**config.mk**
```make
export PLATFORM = sky130hd
export DESIGN_NAME = cdu_read_counter
export DESIGN_NICKNAME = d
export VERILOG_FILES = /design/src/rtl/cdu_read_counter.sv
export SDC_FILE = /design/constraint.sdc
export NUM_CORES = 1
export LEC_CHECK = 0
export ABC_AREA = 1
export BUFFER_PORTS_ARGS = -buffer_cell sky130_fd_sc_hd__buf_4
export CORE_MARGIN = 5
export CORE_UTILIZATION = 25
export DETAILED_ROUTE_END_ITERATION = 8
export GPL_TIMING_DRIVEN = 0
export MAX_ROUTING_LAYER = met4
export SETUP_SLACK_MARGIN = 0.1
export SLEW_MARGIN = 5
export SYNTH_ARGS = -nofsm -noshare
export SYNTH_HDL_FRONTEND = slang
export SYNTH_SLANG_ARGS = --single-unit
```
**constraint.sdc**
```tcl
create_clock -name clk -period 3.5 [get_ports clk]
set_input_delay 0.35 -clock clk [delete_from_list [all_inputs] [get_ports clk]]
set_output_delay 0.35 -clock clk [all_outputs]
set_load 0.02 [all_outputs]
```
**src/rtl/cdu_read_counter.sv**
```systemverilog
// cdu_read_counter: fine-error tracking counter for the CDU read loop.
// Samples the fine-error Schmitt outputs on each sample tick, steps a 16-bit
// angle counter toward the resolver, emits one +/- pulse per step and drives
// the active-low fine ladder bits from the counter's low 7 bits.
// Optional build macro: CDU_FAIL_EN adds the sticky high-error failure flag.
module cdu_read_counter #(
  parameter int SETTLE_CYCLES = 4,
  parameter int LOW_DIV       = 8,
  parameter int FAIL_SAMPLES  = 64
) (
  input  logic        clk,
  input  logic        rst_n,
  input  logic        sample_tick,
  input  logic        _TLF2H,
  input  logic        _TLF1H,
  input  logic        err_neg,
  input  logic        zero_req,
  output logic [15:0] angle,
  output logic        _D15,
  output logic        _D16,
  output logic        _D17,
  output logic        _D18,
  output logic        _D19,
  output logic        _D20,
  output logic        _D21,
  output logic        pcdu,
  output logic        mcdu,
  output logic        busy,
  output logic        cdu_fail
);

  typedef enum logic [1:0] {IDLE, STEP, SETTLE} state_t;

  state_t     state;
  logic [7:0] div;
  logic [7:0] settle_cnt;
  logic       div_hit;
  logic       step_req;

  // The low-rate divider only matters when _TLF2H is clear; a high error
  // (including the odd _TLF2H=1/_TLF1H=0 case) always steps immediately.
  assign div_hit  = (div == 8'(LOW_DIV - 1));
  assign step_req = sample_tick & (_TLF2H | (_TLF1H & div_hit));

  // Tracking FSM: decide on a tick in IDLE, step with a one-cycle pulse, then hold the ladder.
  always_ff @(posedge clk or negedge rst_n) begin
    if (!rst_n) begin
      state      <= IDLE;
      angle      <= 16'h0000;
      div        <= 8'h00;
      settle_cnt <= 8'h00;
      pcdu       <= 1'b0;
      mcdu       <= 1'b0;
      busy       <= 1'b0;
    end else begin
      pcdu <= 1'b0;
      mcdu <= 1'b0;
      if (zero_req) begin
        state      <= IDLE;
        angle      <= 16'h0000;
        div        <= 8'h00;
        settle_cnt <= 8'h00;
        busy       <= 1'b0;
      end else begin
        case (state)
          IDLE: begin
            if (sample_tick) begin
              if (step_req) begin
                state <= STEP;
                busy  <= 1'b1;
                div   <= 8'h00;
                if (err_neg) begin
                  angle <= angle - 16'h0001;
                  mcdu  <= 1'b1;
                end else begin
                  angle <= angle + 16'h0001;
                  pcdu  <= 1'b1;
                end
              end else if (_TLF1H) begin
                div <= div + 8'h01;
              end else begin
                div <= 8'h00;
              end
            end
          end
          STEP: begin
            state      <= SETTLE;
            busy       <= 1'b1;
            settle_cnt <= 8'(SETTLE_CYCLES - 1);
          end
          SETTLE: begin
            if (settle_cnt == 8'h00) begin
              state <= IDLE;
              busy  <= 1'b0;
            end else begin
              settle_cnt <= settle_cnt - 8'h01;
            end
          end
          default: begin
            state <= IDLE;
            busy  <= 1'b0;
          end
        endcase
      end
    end
  end

  // Ladder bits are the inverted low 7 counter bits, MSB first.
  always_comb begin
    _D15 = ~angle[6];
    _D16 = ~angle[5];
    _D17 = ~angle[4];
    _D18 = ~angle[3];
    _D19 = ~angle[2];
    _D20 = ~angle[1];
    _D21 = ~angle[0];
  end

`ifdef CDU_FAIL_EN
  logic [9:0] fail_cnt;

  // Count consecutive high-error samples taken in IDLE; flag is sticky until reset or zero_req.
  always_ff @(posedge clk or negedge rst_n) begin
    if (!rst_n) begin
      fail_cnt <= 10'd0;
      cdu_fail <= 1'b0;
    end else if (zero_req) begin
      fail_cnt <= 10'd0;
      cdu_fail <= 1'b0;
    end else if ((state == IDLE) && sample_tick) begin
      if (_TLF2H) begin
        if (fail_cnt != 10'(FAIL_SAMPLES)) begin
          fail_cnt <= fail_cnt + 10'd1;
        end
        if (fail_cnt == 10'(FAIL_SAMPLES - 1)) begin
          cdu_fail <= 1'b1;
        end
      end else begin
        fail_cnt <= 10'd0;
      end
    end
  end
`else
  logic [9:0] unused_fail_samples;

  assign unused_fail_samples = 10'(FAIL_SAMPLES);
  assign cdu_fail            = 1'b0;
`endif

endmodule

```
==> results.json <==
{
  "arrival_ps": 1920,
  "finalCritPeriodShare_pct": 50.0,
  "antenna_cells": 0,
  "grt_usage_pct": 10.6,
  "synth_top_family_by_area": "simple AND/OR/NAND/NOR gates",
  "path_class": "flop to flop",
  "peakVddDrop_v": 0.000183,
  "grt_pass1_wl_um": 11300,
  "setup_viol": 0,
  "boundaryPins": 34,
  "synthSimpleGateAreaFrac_pct": 37.0,
  "dp_cells": 581,
  "grt_pass1_vias": 2398,
  "start_util_pct": 25.7,
  "synth_nets": 434,
  "synth-xor-area-share_pct": 4.05,
  "cts_inserted_buffers": 5,
  "yosys_warnings": 0,
  "placementRows": 38,
  "grt_max_degree": 38,
  "power_frac_seq_pct": 36.5,
  "cts_tree": "built",
  "pwr-share-comb_pct": 29.7,
  "drtPass1Iterations": 4,
  "final_core_util_pct": 30.8,
  "hpwl_um": 5010,
  "p_int_mw": 0.874,
  "crit_slowest_cell": "fa_1",
  "postCtsSetupRepairBufs": 0,
  "stdcell_count": 589,
  "skew_ps": 6.99,
  "syn_area_per_cell_um2": 6.87,
  "setup-tns-final_ps": 0,
  "globalplace.congestion": 0.885,
  "syn_to_final_growth_pct": 20.0,
  "cts-resized-gates": 0,
  "n_fill_cell": 1179,
  "outcome": "completed",
  "synth.distinct_cells": 33,
  "final_cell_mix": "nand2_1 (141), inv_1 (68), dfrtp_1 (37), nand3_1 (35), buf_4 (33)",
  "synth-compound-area-share_pct": 6.37,
  "cp_data_required_time_ps": 3670,
  "crit_top_cell": "nand3_1",
  "finalWirelength_um": 6430,
  "avgRoutedWirePerCell_um": 10.9,
  "muxShareOfSynthArea_pct": 0,
  "die_x_um": 116,
  "finalNetCount": 473,
  "synth_area_um2": 2810,
  "cellLeakagePower_nw": 1.85,
  "hold_violations": 0,
  "h-tree-depth": 2,
  "antenna_found_initial": 0,
  "drive_above_1_share_pct": 13.8,
  "hold_path_class": "primary input to asynchronous set/reset pin",
  "clk_latency_ps": 280,
  "p_sw_mw": 0.461,
  "grt-ovfl-total": 0,
  "final_common_cell": "nand2_1",
  "endpoint_kind": "flop",
  "crit_chain": "inv_1 > fa_1 > inv_1 > nand3_1 > nand3_1 > and2_1 > o21ai_0 > nand3_1 > nand2_1",
  "rsz0062_at_grt": "false",
  "period_minus_slack_ps": 1750,
  "portBuffers": 32,
  "multiInputGateArea_um2": 1570,
  "slew_violations": 0,
  "num_vias": 2510,
  "coreArea_um2": 10900,
  "clkPwrFrac_pct": 33.8,
  "die_h_um": 116,
  "clk_pin_slew_ps": 60,
  "cap_violations": 0,
  "drt-vias-per-instance": 4.26,
  "synth-seq-cells": 37,
  "regArea_um2": 926,
  "drt_iter0_markers": 126,
  "critPathLaunchType": "flop",
  "power_density_nw_per_um2": 396,
  "clockRootBuffer": "clkbuf_16",
  "clockBufferDepth": 2,
  "synthCells": 409,
  "cp_max_fo": 5,
  "cts_sinks": 37,
  "synth_fa_ha_area_share_pct": 8.28,
  "swShare_pct": 34.5,
  "max_stage_delay_ps": 430,
  "drc_errors": 0,
  "synth-seq-area-share_pct": 32.9,
  "design.die.area_um2": 13500,
  "fmax_ghz": 0.571,
  "cts_hold_buf": 0,
  "antenna_left": 0
}
cell families after synthesis:
| group | after synthesis |
|---|---|
| adder cells (fa/ha/maj) | 18 |
| XOR/XNOR | 13 |
| other | 1 |
| AND/OR/NAND/NOR | 234 |
| flip-flops | 37 |
| AO/OA/AOI/OAI | 31 |
| buffers and inverters | 75 |
critical path, delay by kind of cell, from the launching register on:
family / cells / cell delay, ps
flip-flops: 1 / 420
AO/OA/AOI/OAI: 1 / 80
buffers and inverters: 2 / 190
adder cells (fa/ha/maj): 1 / 430
AND/OR/NAND/NOR: 5 / 540
power groups by stage:
stage / Sequential, mW / Combinational [mW] / Clock (mW)
CTS: 0.487 / 0.402 / 0.468
detailed placement: 0.495 / 0.400 / 0
finish: 0.487 / 0.397 / 0.452
global placement: 0.493 / 0.395 / 0
global route: 0.492 / 0.453 / 0.487
floorplan: 0.513 / 0.258 / 0
worst paths after layout:
kind	from	endpoint	slack (ps)	depth (start not counted)
max	angle[0]	angle[8]	1750	9
min in group clk	zero_req	state[1]	300	2
max in group asynchronous	rst_n	angle[4]	3130	1
min	rst_n	busy	30	1
min reg2reg	busy	busy	500	2
max reg2reg	angle[0]	angle[8]	1750	9
stage by stage:
step                      hold WS, ps  setup slack (ps)  cell area, um^2  power, mW
after floorplan                  54.4              1710             2810      0.771
after global placement            357              1520             3230      0.888
after detailed placement          363              1500             3230      0.895
after CTS                        51.8              1730             3370       1.36
after global routing             83.4              1540             3370       1.43
final                            29.4              1750             3370       1.33
state kept, by name, indices dropped and copies added (netlist names):
register / cells
angle: 16
busy: 1
div: 8
mcdu: 1
pcdu: 1
settle_cnt: 8
state: 2
final cells by class:
type                    count  share of cell area [%]
flip-flops and latches     37                    27.4
clock buffers               5                    3.71
multi-input cells         297                    46.5
inverters                  70                    7.86
clock inverters             3                   0.668
repair buffers             32                    7.12
well taps                 140                    5.19
plain buffers               5                    1.48
cell usage after synthesis:
master,number,area share [%]
a21oi_1,14,2.5
a21oi_4,1,0.58
and2_1,2,0.45
buf_2,1,0.18
buf_4,1,0.27
buf_6,2,0.80
buf_8,1,0.53
conb_1,1,0.13
dfrtp_1,37,33
fa_1,1,0.71
ha_1,17,7.6
inv_1,68,9.1
inv_2,1,0.13
inv_4,1,0.22
nand2_1,141,19
nand2_2,2,0.45
nand2_4,2,0.80
nand2_8,1,0.71
nand3_1,35,6.2
nand3_2,1,0.36
nand3b_1,4,1.1
nand4_1,6,1.3
nand4_4,1,0.76
nor2_1,26,3.5
nor2_2,3,0.67
nor3_1,8,1.4
o21ai_0,12,2.1
o21ai_2,3,0.94
o22ai_1,1,0.22
or2_0,1,0.22
or2_2,1,0.22
xnor2_1,5,1.6
xor2_1,8,2.5
metal layers:
metal / vias to the layer above / global-route usage, % / wire length [um]
li1: 1355 / - / -
met1: 1120 / 14.2 / 3240
met2: 31 / 16.4 / 2870
met3: 4 / 2.56 / 291
met4: 0 / 2.09 / 31
met5: - / - / 0
(Power assumes the default switching activity.)
